<file path="config.mk">
export PLATFORM = sky130hd
export DESIGN_NAME = fetch_stage
export DESIGN_NICKNAME = d
export VERILOG_FILES = /design/src/rtl/fetch_stage.sv
export SDC_FILE = /design/constraint.sdc
export NUM_CORES = 1
export LEC_CHECK = 0
export ABC_AREA = 1
export CAP_MARGIN = 40
export CORE_ASPECT_RATIO = 0.75
export CORE_MARGIN = 3
export CORE_UTILIZATION = 57
export CTS_CLUSTER_SIZE = 14
export DETAILED_ROUTE_END_ITERATION = 16
export DONT_BUFFER_PORTS = 1
export PLACE_DENSITY_LB_ADDON = 0.1
export SYNTH_ARGS = -nofsm -noshare
export SYNTH_HDL_FRONTEND = slang
export SYNTH_SLANG_ARGS = --single-unit
</file>
<file path="constraint.sdc">
create_clock -name clk -period 1.2 [get_ports clk]
set_input_delay 0.06 -clock clk [delete_from_list [all_inputs] [get_ports clk]]
set_output_delay 0.06 -clock clk [all_outputs]
set_load 0.01 [all_outputs]
</file>
<file path="src/rtl/fetch_stage.sv">
// ----------------------------------------------------------------------------
// fetch_stage
//
// Purpose:
//   Instruction fetch unit for a simple in-order core. It keeps the program
//   counter and issues one word-aligned request at a time to instruction
//   memory. The returned word is held in a registered output together with
//   its address and a one-hot instruction class until the control unit
//   consumes it. Redirects from execute have the highest priority. If a
//   redirect arrives while a request is still outstanding, the late response
//   is absorbed in DRAIN so that it never reaches the control unit.
//
// Parameters:
//   RESET_PC        PC loaded on reset. Bits [1:0] are ignored, so the
//                   address is always word-aligned.
//
// Ports:
//   clk             rising-edge clock
//   rst_n           asynchronous active-low reset
//   imem_req        fetch request, high only in REQ
//   imem_addr       word-aligned fetch address, valid while imem_req=1
//   imem_ready      memory accepts the request this cycle
//   imem_rvalid     read data valid, one pulse per accepted request
//   imem_rdata      instruction word from memory
//   redirect_valid  branch/jump redirect from execute
//   redirect_pc     redirect target, bits [1:0] are forced to 0
//   stall           downstream cannot consume the held instruction
//   instr           registered instruction word
//   pc_out          address of instr
//   dec             registered one-hot instruction class
//                   [8] R-type  [7] I-ALU  [6] load  [5] store  [4] branch
//                   [3] JAL     [2] JALR   [1] LUI   [0] AUIPC
//                   For an unknown opcode, dec is 0.
//   instr_valid     instr / pc_out / dec are valid
//   illegal         only when FETCH_ILLEGAL_DETECT_EN is defined.
//                   1 when the held instruction has an unknown opcode.
//
// Configuration macro:
//   FETCH_ILLEGAL_DETECT_EN  adds the registered 'illegal' output.
// ----------------------------------------------------------------------------
module fetch_stage #(
  parameter logic [31:0] RESET_PC = 32'h0000_0000
) (
  input  logic        clk,
  input  logic        rst_n,
  output logic        imem_req,
  output logic [31:0] imem_addr,
  input  logic        imem_ready,
  input  logic        imem_rvalid,
  input  logic [31:0] imem_rdata,
  input  logic        redirect_valid,
  input  logic [31:0] redirect_pc,
  input  logic        stall,
  output logic [31:0] instr,
  output logic [31:0] pc_out,
  output logic [8:0]  dec,
`ifdef FETCH_ILLEGAL_DETECT_EN
  output logic        illegal,
`endif
  output logic        instr_valid
);

  localparam logic [31:0] RESET_PC_ALIGNED = {RESET_PC[31:2], 2'b00};

  // Opcode values from the base integer ISA.
  localparam logic [6:0] OP_R_TYPE = 7'b0110011;
  localparam logic [6:0] OP_I_ALU  = 7'b0010011;
  localparam logic [6:0] OP_LOAD   = 7'b0000011;
  localparam logic [6:0] OP_STORE  = 7'b0100011;
  localparam logic [6:0] OP_BRANCH = 7'b1100011;
  localparam logic [6:0] OP_JAL    = 7'b1101111;
  localparam logic [6:0] OP_JALR   = 7'b1100111;
  localparam logic [6:0] OP_LUI    = 7'b0110111;
  localparam logic [6:0] OP_AUIPC  = 7'b0010111;

  typedef enum logic [2:0] {
    IDLE  = 3'd0,
    REQ   = 3'd1,
    WAIT  = 3'd2,
    HOLD  = 3'd3,
    DRAIN = 3'd4
  } state_t;

  state_t      state_reg;
  state_t      state_next;

  logic [31:0] pc_reg;
  logic [31:0] instr_reg;
  logic [31:0] pc_out_reg;
  logic [8:0]  dec_reg;
  logic        instr_valid_reg;

  // Strobes produced by the FSM and used by the datapath.
  logic        capture;     // latch the returned word into the output registers
  logic        release_out; // the held instruction leaves (consumed or flushed)
  logic [8:0]  dec_next;

  // Map the opcode to a one-hot class. Any unknown opcode gives 0.
  function automatic logic [8:0] decode_class(input logic [6:0] opcode);
    logic [8:0] cls;
    cls = 9'b0;
    case (opcode)
      OP_R_TYPE: cls = 9'b1_0000_0000;
      OP_I_ALU:  cls = 9'b0_1000_0000;
      OP_LOAD:   cls = 9'b0_0100_0000;
      OP_STORE:  cls = 9'b0_0010_0000;
      OP_BRANCH: cls = 9'b0_0001_0000;
      OP_JAL:    cls = 9'b0_0000_1000;
      OP_JALR:   cls = 9'b0_0000_0100;
      OP_LUI:    cls = 9'b0_0000_0010;
      OP_AUIPC:  cls = 9'b0_0000_0001;
      default:   cls = 9'b0;
    endcase
    return cls;
  endfunction

  assign dec_next = decode_class(imem_rdata[6:0]);

  // --------------------------------------------------------------------------
  // FSM state register
  // --------------------------------------------------------------------------
  always_ff @(posedge clk or negedge rst_n) begin
    if (!rst_n) begin
      state_reg <= IDLE;
    end else begin
      state_reg <= state_next;
    end
  end

  // --------------------------------------------------------------------------
  // FSM next-state and control outputs
  // --------------------------------------------------------------------------
  always_comb begin
    state_next  = state_reg;
    imem_req    = 1'b0;
    imem_addr   = 32'h0;
    capture     = 1'b0;
    release_out = redirect_valid;

    case (state_reg)
      IDLE: begin
        // A redirect here only moves the PC. REQ follows in either case.
        state_next = REQ;
      end

      REQ: begin
        imem_req  = 1'b1;
        imem_addr = pc_reg;
        if (redirect_valid) begin
          // If the request was accepted in the same cycle, its response is
          // still on its way and must be discarded.
          state_next = imem_ready ? DRAIN : REQ;
        end else if (imem_ready) begin
          state_next = WAIT;
        end
      end

      WAIT: begin
        if (redirect_valid) begin
          // A response that arrives together with the redirect is dropped
          // here. Otherwise, the response that is still expected is
          // absorbed in DRAIN.
          state_next = imem_rvalid ? REQ : DRAIN;
        end else if (imem_rvalid) begin
          capture    = 1'b1;
          state_next = HOLD;
        end
      end

      HOLD: begin
        if (redirect_valid) begin
          state_next = REQ;
        end else if (!stall) begin
          release_out = 1'b1;
          state_next  = REQ;
        end
      end

      DRAIN: begin
        // Only the response of the outstanding request ends DRAIN. A further
        // redirect just moves the PC.
        if (imem_rvalid) begin
          state_next = REQ;
        end
      end

      default: begin
        state_next = IDLE;
      end
    endcase
  end

  // --------------------------------------------------------------------------
  // PC and output registers
  // --------------------------------------------------------------------------
  always_ff @(posedge clk or negedge rst_n) begin
    if (!rst_n) begin
      pc_reg          <= RESET_PC_ALIGNED;
      instr_reg       <= 32'h0;
      pc_out_reg      <= 32'h0;
      dec_reg         <= 9'h0;
      instr_valid_reg <= 1'b0;
    end else begin
      // A redirect takes priority over the sequential increment.
      // The increment wraps naturally at 2^32.
      if (redirect_valid) begin
        pc_reg <= redirect_pc & 32'hFFFF_FFFC;
      end else if (capture) begin
        pc_reg <= pc_reg + 32'd4;
      end

      if (capture) begin
        instr_reg  <= imem_rdata;
        pc_out_reg <= pc_reg;
        dec_reg    <= dec_next;
      end

      if (capture) begin
        instr_valid_reg <= 1'b1;
      end else if (release_out) begin
        instr_valid_reg <= 1'b0;
      end
    end
  end

`ifdef FETCH_ILLEGAL_DETECT_EN
  logic illegal_reg;

  // Updated together with instr_valid. This keeps the flag equal to
  // (dec == 0) & instr_valid without extra combinational logic on the output.
  always_ff @(posedge clk or negedge rst_n) begin
    if (!rst_n) begin
      illegal_reg <= 1'b0;
    end else if (capture) begin
      illegal_reg <= (dec_next == 9'h0);
    end else if (release_out) begin
      illegal_reg <= 1'b0;
    end
  end

  assign illegal = illegal_reg;
`endif

  assign instr       = instr_reg;
  assign pc_out      = pc_out_reg;
  assign dec         = dec_reg;
  assign instr_valid = instr_valid_reg;

endmodule

</file>
==> summary.md, run 1 <==
| Metric | Value |
|---|---|
| CTS root buffer | `clkbuf_16` |
| CTS H-tree depth | `3` |
| Number of synthesized flops with an enable pin | `0` |
| Num CTS Buffers | `9` |
| Placed cell count | `840` |
| Ports | `177` |
| Async SR Flop Fraction | `1.000` |
| Cell count after synthesis | `711` |
| Clock sink total | `105` |
| Starting Density | `0.6011` |
| Ys Warns | `0` |
| Status | `aborted with a tool error` |
| PortBufs | `0` |
| Worst ep type | `register data pin` |
| DP HPWL | `10220 um` |
| Synth cell types | `29` |
| Exit stage | `global routing` |
| Maximum clock path buffer count | `2` |
| Pre-CTS setup slack | `-0.2890 ns` |
| Row cnt | `29` |
| Synthesized cell area | `5235 sq um` |
| Avg Cell Area, Syn | `7.363 sq um` |
| Largest net degree at the start of global routing | `106` |
| Post-GRT worst EP | `pc_reg[28]$_DFFE_PN0P_/D` |
| Seq/Total Area, Yosys | `0.5019` |
| Error | `[ERROR DPL-0038] Utilization greater than 100%, impossible to legalize` |
| Predominant post-synthesis flop cell | `dfrtp_1` |
| Die height | `89.00 um` |
| Flops & latches, synth | `105` |
| Final GP Congestion | `0.9244` |
| Die Wd | `116.7 um` |
[cells in the mapped netlist, types with 2 or more instances]
master | count | area share
buf_2 | 12 | 0.011
inv_2 | 3 | 0.0022
xor2_1 | 4 | 0.0067
o21ai_0 | 57 | 0.054
buf_4 | 6 | 0.0086
dfrtp_1 | 105 | 0.50
and2_1 | 4 | 0.0048
nor2_2 | 7 | 0.0084
nor2_1 | 73 | 0.052
clkbuf_1 | 13 | 0.0093
nand2_2 | 3 | 0.0036
nand4_1 | 2 | 0.0024
nand2_1 | 279 | 0.20
nor3_1 | 3 | 0.0029
o21ai_1 | 7 | 0.0067
nor2_4 | 2 | 0.0043
o211ai_1 | 6 | 0.0086
inv_1 | 59 | 0.042
nand3_1 | 56 | 0.054
[metrics by stage]
step	utilization	TNS, ns	instance area, sq um
after floorplan	-	-0.8093	5446
after global placement	0.6682	-8.911	5819
after detailed placement	0.6682	-12.68	5819
after CTS	0.9450	-39.47	8229
[what timing repair did]
item	in CTS
pin swaps	54
endpoints found under the setup margin	132
hold buffers	73
buffers inserted	32
hold endpoints to repair	179
resized for setup	193
gates cloned	21
[logic make-up after synthesis]
| family | count (synthesis) | share of synthesized area |
|---|---|---|
| AO/OA/AOI/OAI | 72 | 0.07242 |
| XOR/XNOR | 4 | 0.006691 |
| flip-flops | 105 | 0.5019 |
| AND/OR/NAND/NOR | 435 | 0.3420 |
| buffers and inverters | 93 | 0.07385 |
| adder cells (fa/ha/maj) | 1 | 0.002390 |
| other | 1 | 0.0007163 |
==> inputs of run 2 (changes only) <==
Settings changed: CORE_ASPECT_RATIO 0.75 to unset, CORE_UTILIZATION 57 to 40, CTS_CLUSTER_SIZE 14 to unset, PLACE_DENSITY_LB_ADDON 0.1 to 0.15.
Clock period 1.2 ns to 1.56 ns, I/O delays scaled along.
==> summary.md, run 2 <==
| Metric | Value |
|---|---|
| Filler instances | `1223` |
| Vias in the first global route | `4858` |
| Final Hold Slack | `-0.5781 ns` |
| Mux cell area share after synthesis | `0 (unchanged)` |
| Yosys top cell area share | `0.5019 (unchanged)` |
| Fin crit share | `1.004` |
| Number of synthesized flops with an enable pin | `0 (unchanged)` |
| Slew margin rel. | `0.4556` |
| Synthesized cell area | `5235 sq um (unchanged)` |
| DRC | `0` |
| Combinational family with the most area after synthesis | `simple AND/OR/NAND/NOR gates (unchanged)` |
| Avg WL per Cell | `15.39 um` |
| Period minus WS final | `1.567 ns` |
| Ports | `177 (unchanged)` |
| P per Cell Area | `1450 nW/um^2` |
| Async SR Flop Fraction | `1.000 (unchanged)` |
| Via density | `4.970` |
| Layout cells sized above 1 | `0.1373` |
| Design area | `6983 sq um` |
| Fmax achieved | `638.4 MHz` |
| Avg Cell Area, Syn | `7.363 sq um (unchanged)` |
| Ys Warns | `0 (unchanged)` |
| CTS root buffer | `clkbuf_16 (unchanged)` |
| Cell count after synthesis | `711 (unchanged)` |
| DP HPWL | `10290 um (was 10220 um)` |
| Final Instance Count excl. Fillers | `995` |
| Area contributors post-synth | `dfrtp_1 (50%), nand2_1 (20%), o21ai_0 (5.4%) (unchanged)` |
| Met3 wire len | `1159 um` |
| Crit path max-delay cell type | `dfrtp_1` |
| Routed wl met2 | `7422 um` |
| CP cell instances | `inv_2 > nor3_4 > inv_2 > buf_12 > nor2_1 > buf_4` |
| Clock Latency Late Sink | `0.35 ns` |
| CTS Hold Bufs | `79 (was 73)` |
| DR vias | `4945` |
| Clock sink total | `105 (unchanged)` |
| Global route overflow | `0` |
| N_diodes | `0` |
| Max cap viols | `0` |
| Max Used Layer | `met4` |
| Clock-pin slew on the worst setup and hold paths | `0.07 ns` |
| Die height | `120.4 um (was 89.00 um)` |
| Type of origin of the critical path | `flip-flop` |
| Largest register FFs | `32` |
| CP max FO | `18` |
| Leakage | `3.361 nW` |
| Synth cell types | `29 (unchanged)` |
| Row cnt | `41 (was 29)` |
| Starting Density | `0.4115 (was 0.6011)` |
| Finish-stage setup viols | `2` |
| Maximum vdd drop | `0.8967 mV` |
| Placed instance area | `5660 sq um (was 5819 sq um)` |
| Final GP Congestion | `0.8581 (was 0.9244)` |
| TritonRoute pass-1 iters | `5` |
| Predominant post-synthesis flop cell | `dfrtp_1 (unchanged)` |
| Post-Route WL | `15320 um` |
| Commonest non-fill, non-tap cell in the layout | `nand2_1` |
| Crit path DAT | `1.49 ns` |
| Most used cell, CP | `inv_2` |
| Seq/Total Area, Yosys | `0.5019 (unchanged)` |
| Largest net degree at the start of global routing | `106` |
| M1 wire length | `6562 um` |
| Synth Area in Adders | `0.002390 (unchanged)` |
| First-pass GRT wire length | `24610 um` |
| Required @ worst endpoint | `1.48 ns` |
| Hold Vio Cnt, Final | `105` |
| Initial antenna violation count | `0` |
| Most common cell in the netlist | `nand2_1 (unchanged)` |
| Placed cell count | `897 (was 840)` |
| Max incr delay on CP | `0.37 ns` |
| Commonest cells in the netlist | `nand2_1 (279), dfrtp_1 (105), nor2_1 (73), inv_1 (59), o21ai_0 (57) (unchanged)` |
| Flops & latches, synth | `105 (unchanged)` |
| Post-route ant nets | `0` |
| Class of the worst hold path | `in2async` |
| Worst-margin pin slew | `0.8166 ns` |
| DR iter-0 viols | `259` |
| Skew final | `0.006905 ns` |
| Most frequent cells in the layout | `nand2_1 (277), dfrtp_1 (103), dlygate4sd3_1 (77)` |
| CTS H-tree depth | `3 (unchanged)` |
| Simple-gate area share of the yosys netlist | `0.3420 (unchanged)` |
| Failing checks | `negative hold slack, negative setup slack` |
| Xor and xnor area share after synthesis | `0.006692 (unchanged)` |
| Status | `complete, but fails checks (was aborted with a tool error)` |
| Pre-CTS setup slack | `-0.02686 ns (was -0.2890 ns)` |
| Die Footprint | `14500 sq um` |
| CTS tree | `built` |
| Compound-Gate Fraction of Synth Area | `0.07242 (unchanged)` |
| Layout area overhead | `33.39%` |
| Final Max Tran Viols | `0` |
| Total GRT Usage | `0.2101` |
| Num CTS Buffers | `9 (unchanged)` |
| # nets final | `889` |
| RSZ-0062 raised after global routing | `yes` |
| Critical path type | `reg2out` |
| Post-synth top area cell | `dfrtp_1 (unchanged)` |
| Die Wd | `120.4 um (was 116.7 um)` |
| CP endpoint kind | `output port` |
| Core area | `12720 sq um` |
| Maximum clock path buffer count | `2 (unchanged)` |
| Setup TNS | `-0.008995 ns` |
| PortBufs | `0 (unchanged)` |
| Post-route worst setup slack | `-0.006510 ns` |
-- run 2: cell counts after synthesis --
Identical to the previous run, type by type.
-- run 2: layer usage --
layer | vias to the layer above | GRT usage
li1 | 2431 | -
met1 | 2316 | 0.2716
met2 | 186 | 0.3447
met3 | 12 | 0.05566
met4 | 0 | 0.06728
met5 | - | 0
-- run 2: kinds of logic (layout without fill, tap and decap cells) --
kind of cell | after synthesis | after routing
other | 1 | 4
flip-flops | 105 | 105
AO/OA/AOI/OAI | 72 | 72
adder cells (fa/ha/maj) | 1 | 1
AND/OR/NAND/NOR | 435 | 435
XOR/XNOR | 4 | 4
buffers and inverters | 93 | 202
-- run 2: through the flow --
stage / util / power (W)
global placement: 0.4449 / 0.007151
global route: 0.5489 / 0.01078
CTS: 0.5348 / 0.009936
finish: 0.5489 / 0.01013
floorplan: - / 0.006195
detailed placement: 0.4449 / 0.007241
-- run 2: repair_timing --
action,in CTS,in global routing
resized for setup,6,49
setup endpoints to repair,33,64
pin swaps,1,5
setup buffers,2,1
gates cloned,0,1
endpoints found under the hold margin,180,105
-- run 2: worst paths after layout --
check	startpoint	end	slack, ns	depth (start not counted)
max in group asynchronous	rst_n	instr[13]$_DFFE_PN0P_	2.01	0
max reg2reg	pc_reg[2]$_DFFE_PN0P_	pc_reg[28]$_DFFE_PN0P_	0.02	9
max	state_reg[0]$_DFFE_PN0P_	imem_addr[16]	-0.007	6
min	rst_n	pc_out[30]$_DFFE_PN0P_	-0.58	0
min in group clk	redirect_valid	instr_valid$_DFFE_PN0P_	0.02	3
min reg2reg	pc_out[22]$_DFFE_PN0P_	pc_out[22]$_DFFE_PN0P_	0.56	2
-- run 2: cell type report --
type | instances | area, sq um | area share
Multi-Input combinational cell | 516 | 2374 | 0.3399
Inverter | 62 | 235.2 | 0.03369
Clock buffer | 10 | 239.0 | 0.03422
Timing Repair Buffer | 124 | 1216 | 0.1742
Sequential cell | 105 | 2630 | 0.3766
Clock inverter | 6 | 73.82 | 0.01057
Tap cell | 172 | 215.2 | 0.03082
-- run 2: worst max-delay path: cells and delay by family, from the launching register on --
family	cells	cell delay [ns]
DFF	1	0.37
and+or+nand+nor	2	0.32
buffers and inverters	4	0.46
-- run 2: where the power goes --
group	leakage [nW]	switching [W]	total (W)	internal, W
logic	1.88	0.00158	0.00291	0.00132
registers	1.34	0.00117	0.00483	0.00366
clock network	0.148	0.00108	0.00239	0.00131
total	3.36	0.00383	0.0101	0.00629
Note: power is estimated with default switching activity, not from simulation.
